## src/rtl/serial_nibble_rx_pkg.sv

```systemverilog
// -----------------------------------------------------------------------------
// serial_nibble_rx_pkg
// Shared definitions for the serial nibble receiver: FSM state encoding,
// the default word width and a helper that sizes the data-bit counter.
// -----------------------------------------------------------------------------
package serial_nibble_rx_pkg;

  typedef enum logic [1:0] {
    IDLE   = 2'd0,
    DATA   = 2'd1,
    PARITY = 2'd2,
    STOP   = 2'd3
  } srx_state_t;

  localparam int unsigned SRX_WIDTH_DEFAULT = 4;

  // The counter only has to index data bits 0..width-1; keep at least one bit
  // so a WIDTH=1 build still has a legal vector.
  function automatic int unsigned srx_cnt_bits(input int unsigned width);
    return (width <= 1) ? 1 : $clog2(width);
  endfunction

endpackage

```

## src/rtl/serial_nibble_rx_shift_reg.sv

```systemverilog
// -----------------------------------------------------------------------------
// srx_shift_reg
// WIDTH-bit shift-in register. New bits enter at the MSB and move toward the
// LSB, so after WIDTH shifts of an LSB-first stream the first bit received
// sits in bit 0.
//
// Ports:
//   i_clk      system clock
//   i_rst      asynchronous active-high reset
//   i_clr      synchronous clear (wins over shift)
//   i_shift_en shift i_bit in on this edge
//   i_bit      serial bit to shift in
//   o_data     register contents
// -----------------------------------------------------------------------------
module srx_shift_reg #(
  parameter int unsigned WIDTH = 4
) (
  input  logic             i_clk,
  input  logic             i_rst,
  input  logic             i_clr,
  input  logic             i_shift_en,
  input  logic             i_bit,
  output logic [WIDTH-1:0] o_data
);

  logic [WIDTH-1:0] r_data;
  logic [WIDTH-1:0] w_next;

  always_comb begin
    w_next = r_data;
    for (int i = 0; i < int'(WIDTH) - 1; i++) begin
      w_next[i] = r_data[i+1];
    end
    w_next[WIDTH-1] = i_bit;
  end

  always_ff @(posedge i_clk or posedge i_rst) begin
    if (i_rst) begin
      r_data <= '0;
    end else if (i_clr) begin
      r_data <= '0;
    end else if (i_shift_en) begin
      r_data <= w_next;
    end
  end

  assign o_data = r_data;

endmodule

```

## src/rtl/serial_nibble_rx.sv

```systemverilog
// -----------------------------------------------------------------------------
// serial_nibble_rx
// Deserialises a framed serial stream (start 0, WIDTH data bits LSB first,
// parity, stop 1) into one WIDTH-bit word. Good frames update o_nib with a
// one-cycle o_load strobe for the downstream enabled register; bad frames
// raise one-cycle error pulses and never load.
//
// state  | meaning
// IDLE   | line idle, waiting for a sampled start bit (0)
// DATA   | collecting WIDTH data bits, r_cnt = bits taken so far
// PARITY | waiting for the parity bit
// STOP   | waiting for the stop bit; frame evaluated on this sample
//
// Ports:
//   i_clk          system clock
//   i_reset        asynchronous active-high reset
//   i_din          serial data bit
//   i_din_valid    i_din is sampled only when this is 1
//   o_nib          last good word (downstream D)
//   o_load         one-cycle strobe when o_nib updates (downstream En)
//   o_busy         1 whenever the FSM is not in IDLE
//   o_err_parity   one-cycle pulse, parity mismatch in the frame just ended
//   o_err_stop     one-cycle pulse, stop bit sampled as 0
//   o_frames_ok    good-frame count, wraps modulo 2^CNT_W
// -----------------------------------------------------------------------------
module serial_nibble_rx
  import serial_nibble_rx_pkg::*;
#(
  parameter int unsigned WIDTH      = SRX_WIDTH_DEFAULT,
  parameter bit          PARITY_ODD = 1'b0,
  parameter int unsigned CNT_W      = 8
) (
  input  logic             i_clk,
  input  logic             i_reset,
  input  logic             i_din,
  input  logic             i_din_valid,
  output logic [WIDTH-1:0] o_nib,
  output logic             o_load,
  output logic             o_busy,
  output logic             o_err_parity,
  output logic             o_err_stop,
  output logic [CNT_W-1:0] o_frames_ok
);

  localparam int unsigned      CW       = srx_cnt_bits(WIDTH);
  localparam logic [CW-1:0]    LAST_BIT = CW'(WIDTH - 1);

  srx_state_t       r_state;
  srx_state_t       w_next_state;
  logic [CW-1:0]    r_cnt;
  logic             r_par_bit;
  logic [WIDTH-1:0] r_nib;
  logic             r_load;
  logic             r_err_parity;
  logic             r_err_stop;
  logic [CNT_W-1:0] r_frames_ok;

  logic             w_clr;
  logic             w_shift;
  logic             w_cnt_clr;
  logic             w_cnt_inc;
  logic             w_par_cap;
  logic             w_eval;
  logic [WIDTH-1:0] w_data;
  logic             w_par_good;
  logic             w_good;

  srx_shift_reg #(
    .WIDTH (WIDTH)
  ) u_shift (
    .i_clk      (i_clk),
    .i_rst      (i_reset),
    .i_clr      (w_clr),
    .i_shift_en (w_shift),
    .i_bit      (i_din),
    .o_data     (w_data)
  );

  always_ff @(posedge i_clk or posedge i_reset) begin
    if (i_reset) begin
      r_state <= IDLE;
    end else begin
      r_state <= w_next_state;
    end
  end

  always_comb begin
    w_next_state = r_state;
    w_clr        = 1'b0;
    w_shift      = 1'b0;
    w_cnt_clr    = 1'b0;
    w_cnt_inc    = 1'b0;
    w_par_cap    = 1'b0;
    w_eval       = 1'b0;
    case (r_state)
      IDLE: begin
        if (i_din_valid && !i_din) begin
          w_next_state = DATA;
          w_clr        = 1'b1;
          w_cnt_clr    = 1'b1;
        end
      end
      DATA: begin
        if (i_din_valid) begin
          w_shift   = 1'b1;
          w_cnt_inc = 1'b1;
          if (r_cnt == LAST_BIT) begin
            w_next_state = PARITY;
          end
        end
      end
      PARITY: begin
        if (i_din_valid) begin
          w_par_cap    = 1'b1;
          w_next_state = STOP;
        end
      end
      STOP: begin
        if (i_din_valid) begin
          w_eval       = 1'b1;
          w_next_state = IDLE;
        end
      end
      default: w_next_state = IDLE;
    endcase
  end

  // Combined XOR over data and parity bit must equal the parity sense.
  assign w_par_good = ((^w_data) ^ r_par_bit) == PARITY_ODD;
  assign w_good     = w_par_good && i_din;

  always_ff @(posedge i_clk or posedge i_reset) begin
    if (i_reset) begin
      r_cnt        <= '0;
      r_par_bit    <= 1'b0;
      r_nib        <= '0;
      r_load       <= 1'b0;
      r_err_parity <= 1'b0;
      r_err_stop   <= 1'b0;
      r_frames_ok  <= '0;
    end else begin
      r_load       <= 1'b0;
      r_err_parity <= 1'b0;
      r_err_stop   <= 1'b0;
      if (w_cnt_clr) begin
        r_cnt <= '0;
      end else if (w_cnt_inc) begin
        r_cnt <= r_cnt + CW'(1);
      end
      if (w_par_cap) begin
        r_par_bit <= i_din;
      end
      if (w_eval) begin
        r_load       <= w_good;
        r_err_parity <= !w_par_good;
        r_err_stop   <= !i_din;
        if (w_good) begin
          r_nib       <= w_data;
          r_frames_ok <= r_frames_ok + CNT_W'(1);
        end
      end
    end
  end

  assign o_nib        = r_nib;
  assign o_load       = r_load;
  assign o_busy       = (r_state != IDLE);
  assign o_err_parity = r_err_parity;
  assign o_err_stop   = r_err_stop;
  assign o_frames_ok  = r_frames_ok;

endmodule

```

## config.mk

```make
export PLATFORM = sky130hd
export DESIGN_NAME = serial_nibble_rx
export DESIGN_NICKNAME = d
export VERILOG_FILES = /design/src/rtl/serial_nibble_rx_pkg.sv /design/src/rtl/serial_nibble_rx_shift_reg.sv /design/src/rtl/serial_nibble_rx.sv
export SDC_FILE = /design/constraint.sdc
export NUM_CORES = 1
export LEC_CHECK = 0
export BUFFER_PORTS_ARGS = -buffer_cell sky130_fd_sc_hd__buf_2
export CAP_MARGIN = 5
export CORE_MARGIN = 2
export CORE_UTILIZATION = 54
export CTS_CLUSTER_DIAMETER = 120
export DETAILED_ROUTE_END_ITERATION = 16
export GPL_ROUTABILITY_DRIVEN = 0
export GPL_TIMING_DRIVEN = 0
export PLACE_DENSITY_LB_ADDON = 0.12
export SYNTH_ARGS = -nofsm -noshare
export SYNTH_HDL_FRONTEND = slang
export SYNTH_SLANG_ARGS = --single-unit
```

## constraint.sdc

```tcl
create_clock -name i_clk -period 2.3 [get_ports i_clk]
set_input_delay 0.115 -clock i_clk [delete_from_list [all_inputs] [get_ports i_clk]]
set_output_delay 0.115 -clock i_clk [all_outputs]
set_load 0.02 [all_outputs]
```

==> results_dict.tcl, run 1 <==
set metrics [dict create \
    synth-seq-area-share_pct 52.17 \
    fin_util_pct 67.99 \
    port-buffer-count 18 \
    setup_tns_ps 0 \
    syn_area_per_cell_um2 12.79 \
    maxSlewHeadroom_pct 40.41 \
    grt_pass1_vias 738 \
    grt_use_total_pct 17.76 \
    path_max_fanout 5 \
    post-route-period-util_pct 79.59 \
    yosysUniqueCellTypes 24 \
    worstSetupStartpointType "flip-flop" \
    final_max_slew_viol_count 0 \
    worstPathArrival_ps 2090 \
    critPathKind "reg2reg" \
    clk-insertion-delay-late_ps 320 \
    final_cell_mix "dfrtp_1, buf_2, xor2_1" \
    n_fill_cell 153 \
    layout-drive-gt1-share_pct 32.46 \
    synthToLayoutAreaGrowth_pct 17.07 \
    drt-initial-drc-count 14 \
    hpwl_um 1355 \
    clockBufferDepth 2 \
    nNetsFinal 125 \
    die_y_um 50.17 \
    grt_first_pass_wirelength_um 3263 \
    ctsResizeCount 0 \
    dieArea_mm2 0.002517 \
    core.rowCount 16 \
    avgViaCountPerCell 5.348 \
    cts_setup_buffers 0 \
    critPathRequiredTime_ps 2560 \
    syn_area_mm2 0.001151 \
    ctsHoldBuffers 2 \
    start_util_pct 58.08 \
    antenna_cells 0 \
    hold_viol 0 \
    fmax_ghz 0.5463 \
    yosysTopAreaCellShare_pct 52.17 \
    synth_seq_cells 24 \
    r2r_slack_ps 470 \
    chipWidth_um 50.17 \
    ys_warn_count 0 \
    overflow 0 \
    fin_crit_ps 1831 \
    antenna_found_initial 0 \
    h-tree-depth 1 \
    root_buffer "clkbuf_4" \
    synth_top_area_cell "dfrtp_1" \
    ant_nets 0 \
    timing.hold.ws_ps 74.42 \
    remaining_drc_errors 0 \
    layout_commonest_cell "dfrtp_1" \
    cts_buffers 3 \
    tightest_slew_ps 892.8 \
    io_pins 20 \
    ys_top_cells_by_area "dfrtp_1, ha_1, mux2_4" \
    setup.worst_path.end_class "flip-flop" \
    rsz0062_at_grt "false" \
    firstDrtPassIters 4 \
    clk_pin_slew_ps 130 \
    ir_worst_vdd_v 0.001067 \
    synthCells 90 \
    setup_violations 0 \
    drt_wl_total_um 1903 \
    status "finished, final reports clean" \
    cts_tree "built" \
    power_density_mw_per_mm2 1468 \
    leakage_nw 0.7221 \
    grt_max_degree 25 \
    drt-wirelength-per-cell_um 13.50 \
    routed-via-count 754 \
    cap_viol_max_count 0 \
    min_path_type "in2reg" \
    core_mm2 0.001982 \
    cts_sinks 24 \
    skew_ps 2.104 \
    syn-num-nets 100 \
]
Yosys cell counts:
cell type / instances
xnor3_2: 1
nor4_2: 1
inv_1: 4
a21bo_2: 1
nor2_8: 1
nor2_1: 7
nand2_1: 6
o32a_1: 1
nor3_1: 4
nand3_1: 4
a21oi_1: 2
nand2b_1: 1
xor2_1: 8
o21ai_0: 2
or2_2: 1
buf_4: 1
mux2_4: 5
ha_1: 6
xnor2_4: 1
mux2_2: 3
nor3b_1: 1
dfrtp_1: 24
a22o_1: 4
nor2b_1: 1
path summary, 6_finish.rpt:
path / from / end / cells past startpoint
max: r_state[0]$_DFFE_PP0P_ / o_frames_ok[7]$_DFFE_PP0P_ / 5
min: i_din_valid / o_err_stop$_DFF_PP0_ / 3
max reg2reg: r_state[0]$_DFFE_PP0P_ / o_frames_ok[7]$_DFFE_PP0P_ / 5
min reg2reg: o_frames_ok[7]$_DFFE_PP0P_ / o_frames_ok[7]$_DFFE_PP0P_ / 1
max in group asynchronous: i_reset / r_state[1]$_DFFE_PP0P_ / 3
min in group asynchronous: i_reset / r_par_bit$_DFFE_PP0P_ / 3
metal layers:
metal,up-vias,wire (um),global-route usage (%)
met4,0,44,9.722
met5,-,0,0
met2,15,969,30.48
met1,377,817,20.68
met3,5,71,3.571
li1,357,-,-
worst max-delay path, cell delays in order (launching register included):
cell     delay (ps)
dfrtp_1         420
ha_1            220
nand3_1         270
or2_2           420
nor4_2          260
xor2_1          170
through the flow:
stage / power [mW] / std cells / area, um2 / worst slack [ps]
5_1_grt: 2.108 / 141 / 1348 / 328.3
4_1_cts: 1.996 / 141 / 1348 / 440.0
3_3_place_gp: 1.653 / 135 / 1275 / 511.3
2_1_floorplan: 1.474 / 90 / 1151 / 650.6
3_5_place_dp: 1.683 / 135 / 1275 / 470.3
6_report: 1.978 / 141 / 1348 / 469.4
power breakdown:
group / total [mW] / switching (mW) / internal, mW
clock: 0.307 / 0.131 / 0.176
sequential: 0.690 / 0.127 / 0.563
combinational: 0.981 / 0.530 / 0.451
total: 1.98 / 0.788 / 1.19
cell type report:
| class | instances | area, um2 | area share, % |
|---|---|---|---|
| buffer | 1 | 7.507 | 0.5571 |
| clock buffer | 3 | 22.52 | 1.671 |
| clock inverter | 1 | 30.03 | 2.228 |
| inverter | 4 | 15.01 | 1.114 |
| multi-input combinational | 61 | 528.0 | 39.18 |
| sequential | 24 | 600.6 | 44.57 |
| tap | 27 | 33.78 | 2.507 |
| timing repair buffer | 20 | 110.1 | 8.171 |
cell families after synthesis:
logic type / Yosys count / synth area share, %
buf+inv: 5 / 1.956
fa+ha+maj: 6 / 6.522
simple gates: 27 / 12.83
mux: 8 / 9.456
flops: 24 / 52.17
xor+xnor: 10 / 10.54
compound gates: 10 / 6.522
flip-flops by register name, indices dropped and copies added (netlist names):
name            count
o_nib               4
o_err_parity        1
r_par_bit           1
o_load              1
r_state             2
o_err_stop          1
o_frames_ok         8
r_cnt               2
u_shift.o_data      4
No activity file was read; power rests on OpenSTA's default activity.
==> run 2: changes to the inputs <==
==> constraint.sdc (replaced) <==
create_clock -name i_clk -period 1.7 [get_ports i_clk]
set_input_delay 0.085 -clock i_clk [delete_from_list [all_inputs] [get_ports i_clk]]
set_output_delay 0.085 -clock i_clk [all_outputs]
set_load 0.02 [all_outputs]
==> results_dict.tcl, run 2 (same netlist as run 1, synthesis figures left out) <==
set metrics [dict create \
    synthToLayoutAreaGrowth_pct 21.96 \
    rsz0062_at_grt "true" \
    overflow 0 \
    layout-drive-gt1-share_pct 37.29 \
    firstDrtPassIters 4 \
    grt_use_total_pct 17.83 \
    port-buffer-count 18 \
    fin_cells 145 \
    final_cell_mix "dfrtp_1, buf_2, xor2_1" \
    drt_wl_total_um 2021 \
    cap_viol_max_count 0 \
    grt_pass1_vias 736 \
    hold_viol 0 \
    critical_path.cell_chain "xnor3_2 -> xnor2_4 -> nor2_8 -> mux2_4" \
    fin_crit_ps 1727 \
    start_util_pct 58.08 \
    ant_nets 0 \
    power_density_mw_per_mm2 1990 \
    tightest_slew_ps 901.0 \
    avgViaCountPerCell 5.372 \
    cpMaxStageDelayCell "xnor3_2" \
    cts_buffers 3 \
    skew_ps 6.774 \
    clk-insertion-delay-late_ps 320 \
    critPathKind "reg2reg" \
    post-route-period-util_pct 101.6 \
    setup_tns_ps -118.2 \
    layout_commonest_cell "dfrtp_1" \
    leakage_nw 0.7474 \
    routed-via-count 779 \
    core_mm2 0.001982 \
    critPathRequiredTime_ps 1920 \
    final_max_slew_viol_count 0 \
    die_y_um 50.17 \
    min_path_type "in2reg" \
    grt_first_pass_wirelength_um 3277 \
    setup.worst_path.end_class "flip-flop" \
    remaining_drc_errors 0 \
    largest_reg_flops 8 \
    post-place-cells 135 \
    grt_max_degree 25 \
    ir_worst_vdd_v 0.001475 \
    drt-wirelength-per-cell_um 13.94 \
    status "finished with violations" \
    cts_tree "built" \
    io_pins 20 \
    antenna_cells 0 \
    chipWidth_um 50.17 \
    nNetsFinal 129 \
    clockBufferDepth 2 \
    cts_sinks 24 \
    antenna_found_initial 0 \
    dieArea_mm2 0.002517 \
    worstPathArrival_ps 1950 \
    max_stage_delay_ps 470 \
    core.rowCount 16 \
    worstSetupStartpointType "flip-flop" \
    root_buffer "clkbuf_4" \
    clk_pin_slew_ps 130 \
    violations "setup timing" \
    path_max_fanout 8 \
    h-tree-depth 1 \
    n_fill_cell 143 \
    p_total_mw 2.794 \
    setup_violations 6 \
    fmax_ghz 0.5789 \
    drt-initial-drc-count 6 \
    maxSlewHeadroom_pct 39.87 \
    place_ws_ps -129.7 \
    setup_slack_ps -27.31 \
    hpwl_um 1355 \
]
run 2: cell types whose count changed in the layout (fill, tap and decap cells not counted):
cell and delta:
ha_1 -2, nor4_4 +1, o21ai_0 -2, nand3_4 +1, nor4_2 -1, nand3_1 -1
o21ai_1 +2, buf_4 +4, ha_2 +2
run 2: worst paths after layout:
check,startpoint,to,slack (ps),cells after the start
setup / recovery,u_shift.o_data[3]$_DFFE_PP0P_,o_nib[2]$_DFFE_PP0P_,-30,4
hold / removal,i_din_valid,o_err_stop$_DFF_PP0_,60,3
setup reg to reg,u_shift.o_data[3]$_DFFE_PP0P_,o_nib[2]$_DFFE_PP0P_,-30,4
hold reg to reg,o_frames_ok[7]$_DFFE_PP0P_,o_frames_ok[7]$_DFFE_PP0P_,470,1
max in group asynchronous,i_reset,r_state[1]$_DFFE_PP0P_,650,3
min in group asynchronous,i_reset,o_frames_ok[0]$_DFFE_PP0P_,500,3
run 2: layer usage:
| metal | global-route usage, % | part of all wire (%) | vias up |
|---|---|---|---|
| li1 | - | - | 368 |
| met1 | 20.88 | 44 | 389 |
| met2 | 30.48 | 50 | 17 |
| met3 | 3.571 | 3.5 | 5 |
| met4 | 9.722 | 2.2 | 0 |
| met5 | 0 | 0 | - |
run 2: repair_timing:
item | in CTS | in global routing
endpoints found under the setup margin | 11 | 12
hold buffers | 2 | 0
gates resized for setup | 3 | 4
buffers inserted | 1 | 3
pin swaps | 1 | 0
endpoints found under the hold margin | 25 | 0
run 2: critical path, delay by kind of cell (launching register included):
family / cells / cell delay (ps)
DFF: 1 / 380
muxes: 1 / 310
xor gates and xnor gates: 2 / 840
and+or+nand+nor: 1 / 90
run 2: final cells by class:
type / count / area [um2] / area share [%]
Timing Repair Buffer: 24 / 140.1 / 9.982
Sequential cell: 24 / 600.6 / 42.78
Clock inverter: 1 / 30.03 / 2.139
Buffer: 1 / 7.507 / 0.5348
Tap cell: 27 / 33.78 / 2.406
Multi-Input combinational cell: 61 / 554.3 / 39.48
Clock buffer: 3 / 22.52 / 1.604
Inverter: 4 / 15.01 / 1.070
run 2: stage by stage:
stage	hold WS, ps	utilization (%)	area [um2]
finish	58.85	70.83	1404
floorplan	99.62	-	1151
CTS	46.23	69.13	1370
global placement	299.6	64.33	1275
global route	52.09	70.83	1404
detailed placement	306.2	64.33	1275
run 2: power by group:
| group | switching, mW | internal, mW |
|---|---|---|
| clock network | 0.176 | 0.239 |
| registers | 0.164 | 0.762 |
| logic | 0.778 | 0.675 |
| total | 1.12 | 1.68 |
==> run 3: changes to the inputs <==
--- a/config.mk
+++ b/config.mk
@@ -13,7 +13,7 @@
 export DETAILED_ROUTE_END_ITERATION = 16
 export GPL_ROUTABILITY_DRIVEN = 0
 export GPL_TIMING_DRIVEN = 0
-export PLACE_DENSITY_LB_ADDON = 0.12
+export PLACE_DENSITY = 0.81
 export SYNTH_ARGS = -nofsm -noshare
 export SYNTH_HDL_FRONTEND = slang
 export SYNTH_SLANG_ARGS = --single-unit
==> results_dict.tcl, run 3 (same netlist as run 1, synthesis figures left out) <==
set metrics [dict create \
    drt_wl_total_um 1922 \
    start_util_pct 58.08 \
    cts_tree "built" \
    fin_cells 144 \
    fin_area_mm2 0.001383 \
    path_max_fanout 5 \
    clk-insertion-delay-late_ps 310 \
    routed-via-count 746 \
    place_ws_ps -124.1 \
    min_path_type "in2reg" \
    chipWidth_um 50.17 \
    overflow 0 \
    status "finished, final reports clean" \
    worstPathArrival_ps 1920 \
    final_max_slew_viol_count 0 \
    r2r.worst_path.cells 5 \
    hold_viol 0 \
    maxSlewHeadroom_pct 39.31 \
    critPathRequiredTime_ps 1940 \
    drt-wirelength-per-cell_um 13.35 \
    skew_ps 0.8700 \
    dieArea_mm2 0.002517 \
    power_density_mw_per_mm2 1963 \
    critPathKind "reg2reg" \
    firstDrtPassIters 4 \
    r2r_end "o_frames_ok[6]$_DFFE_PP0P_" \
    root_buffer "clkbuf_4" \
    hold-path-endpoint "o_err_stop$_DFF_PP0_" \
    nNetsFinal 128 \
    hp-start "i_din_valid" \
    ir_worst_vdd_v 0.001352 \
    core.rowCount 16 \
    holdPathStages 3 \
    avgViaCountPerCell 5.181 \
    placed_cell_area_mm2 0.001275 \
    r2r_slack_ps 20 \
    setup.worst_path.end_class "flip-flop" \
    post-place-cells 135 \
    leakage_nw 0.7384 \
    layout-drive-gt1-share_pct 35.04 \
    layout_commonest_cell "dfrtp_1" \
    p_total_mw 2.714 \
    port-buffer-count 18 \
    setup_tns_ps 0 \
    antenna_found_initial 0 \
    clockBufferDepth 2 \
    h-tree-depth 1 \
    cap_viol_max_count 0 \
    tightest_slew_ps 909.3 \
    core_mm2 0.001982 \
    fmax_ghz 0.5946 \
    final_cell_mix "dfrtp_1, buf_2, xor2_1" \
    clk_pin_slew_ps 130 \
    remaining_drc_errors 0 \
    drt-initial-drc-count 6 \
    grt_max_degree 25 \
    cts_sinks 24 \
    synthToLayoutAreaGrowth_pct 20.11 \
    post-route-period-util_pct 98.92 \
    setup_slack_ps 18.30 \
    die_y_um 50.17 \
    io_pins 20 \
    worstSetupStartpointType "flip-flop" \
    grt_first_pass_wirelength_um 3215 \
    hpwl_um 1369 \
    ant_nets 0 \
    grt_pass1_vias 725 \
    rsz0062_at_grt "true" \
    setup_violations 0 \
    fin_crit_ps 1682 \
    cts_buffers 3 \
    antenna_cells 0 \
    grt_use_total_pct 17.42 \
    reg2reg_from "r_state[1]$_DFFE_PP0P_" \
    largest_reg_flops 8 \
]
-- run 3: cell types whose count changed in the layout (fill, tap and decap cells not counted), sizes merged --
cell  delta
buf      -1
-- run 3: routing by layer --
| layer | global-route usage, % | vias up | wire length, um |
|---|---|---|---|
| li1 | - | 368 | - |
| met1 | 21.40 | 358 | 876 |
| met2 | 29.17 | 20 | 969 |
| met3 | 3.571 | 0 | 77 |
| met4 | 8.333 | 0 | 0 |
| met5 | 0 | - | 0 |
-- run 3: timing repair --
action	in CTS	in global routing
cloned	0	0
resized for setup	2	1
endpoints found under the hold margin	25	0
hold buffers	2	0
pin swaps	1	0
setup endpoints to repair	8	14
buffers inserted	1	2
-- run 3: through the flow --
stage                     util, %  hold WS (ps)
after floorplan                 -         99.62
after global placement      64.33         301.0
after detailed placement    64.33         305.2
after CTS                   69.00         73.04
after global routing        69.76         88.63
final                       69.76         102.5
-- run 3: final cells by class --
cell class	instances	area [um2]
flip-flops and latches	24	600.6
fillers	132	599.3
multi-input cells	61	540.5
repair buffers	23	132.6
well taps	27	33.78
clock inverters	1	30.03
clock buffers	3	22.52
inverters	4	15.01
plain buffers	1	7.507
-- run 3: worst max path at each step --
stage | start | end | slack [ps] | cells after the start
final | r_state[1]$_DFFE_PP0P_ | o_frames_ok[6]$_DFFE_PP0P_ | 20 | 5
after global routing | r_state[0]$_DFFE_PP0P_ | o_frames_ok[7]$_DFFE_PP0P_ | -90 | 5
after CTS | r_state[0]$_DFFE_PP0P_ | o_frames_ok[6]$_DFFE_PP0P_ | 7 | 5
after detailed placement | r_state[0]$_DFFE_PP0P_ | o_frames_ok[6]$_DFFE_PP0P_ | -120 | 5
after global placement | r_state[0]$_DFFE_PP0P_ | o_frames_ok[7]$_DFFE_PP0P_ | -80 | 5
after floorplan | u_shift.o_data[3]$_DFFE_PP0P_ | o_frames_ok[1]$_DFFE_PP0P_ | 50 | 4
-- run 3: worst max-delay path, cell delays in order, from the launching register on --
cell,delay [ps]
dfrtp_1,420
ha_1,250
nand3_4,140
or2_2,350
nor3_1,260
xor2_1,190
-- run 3: power by group --
group          switching (mW)  internal (mW)  total (mW)
combinational           0.733          0.645        1.38
sequential              0.167          0.762       0.929
clock                   0.168          0.238       0.406
total                    1.07           1.65        2.71
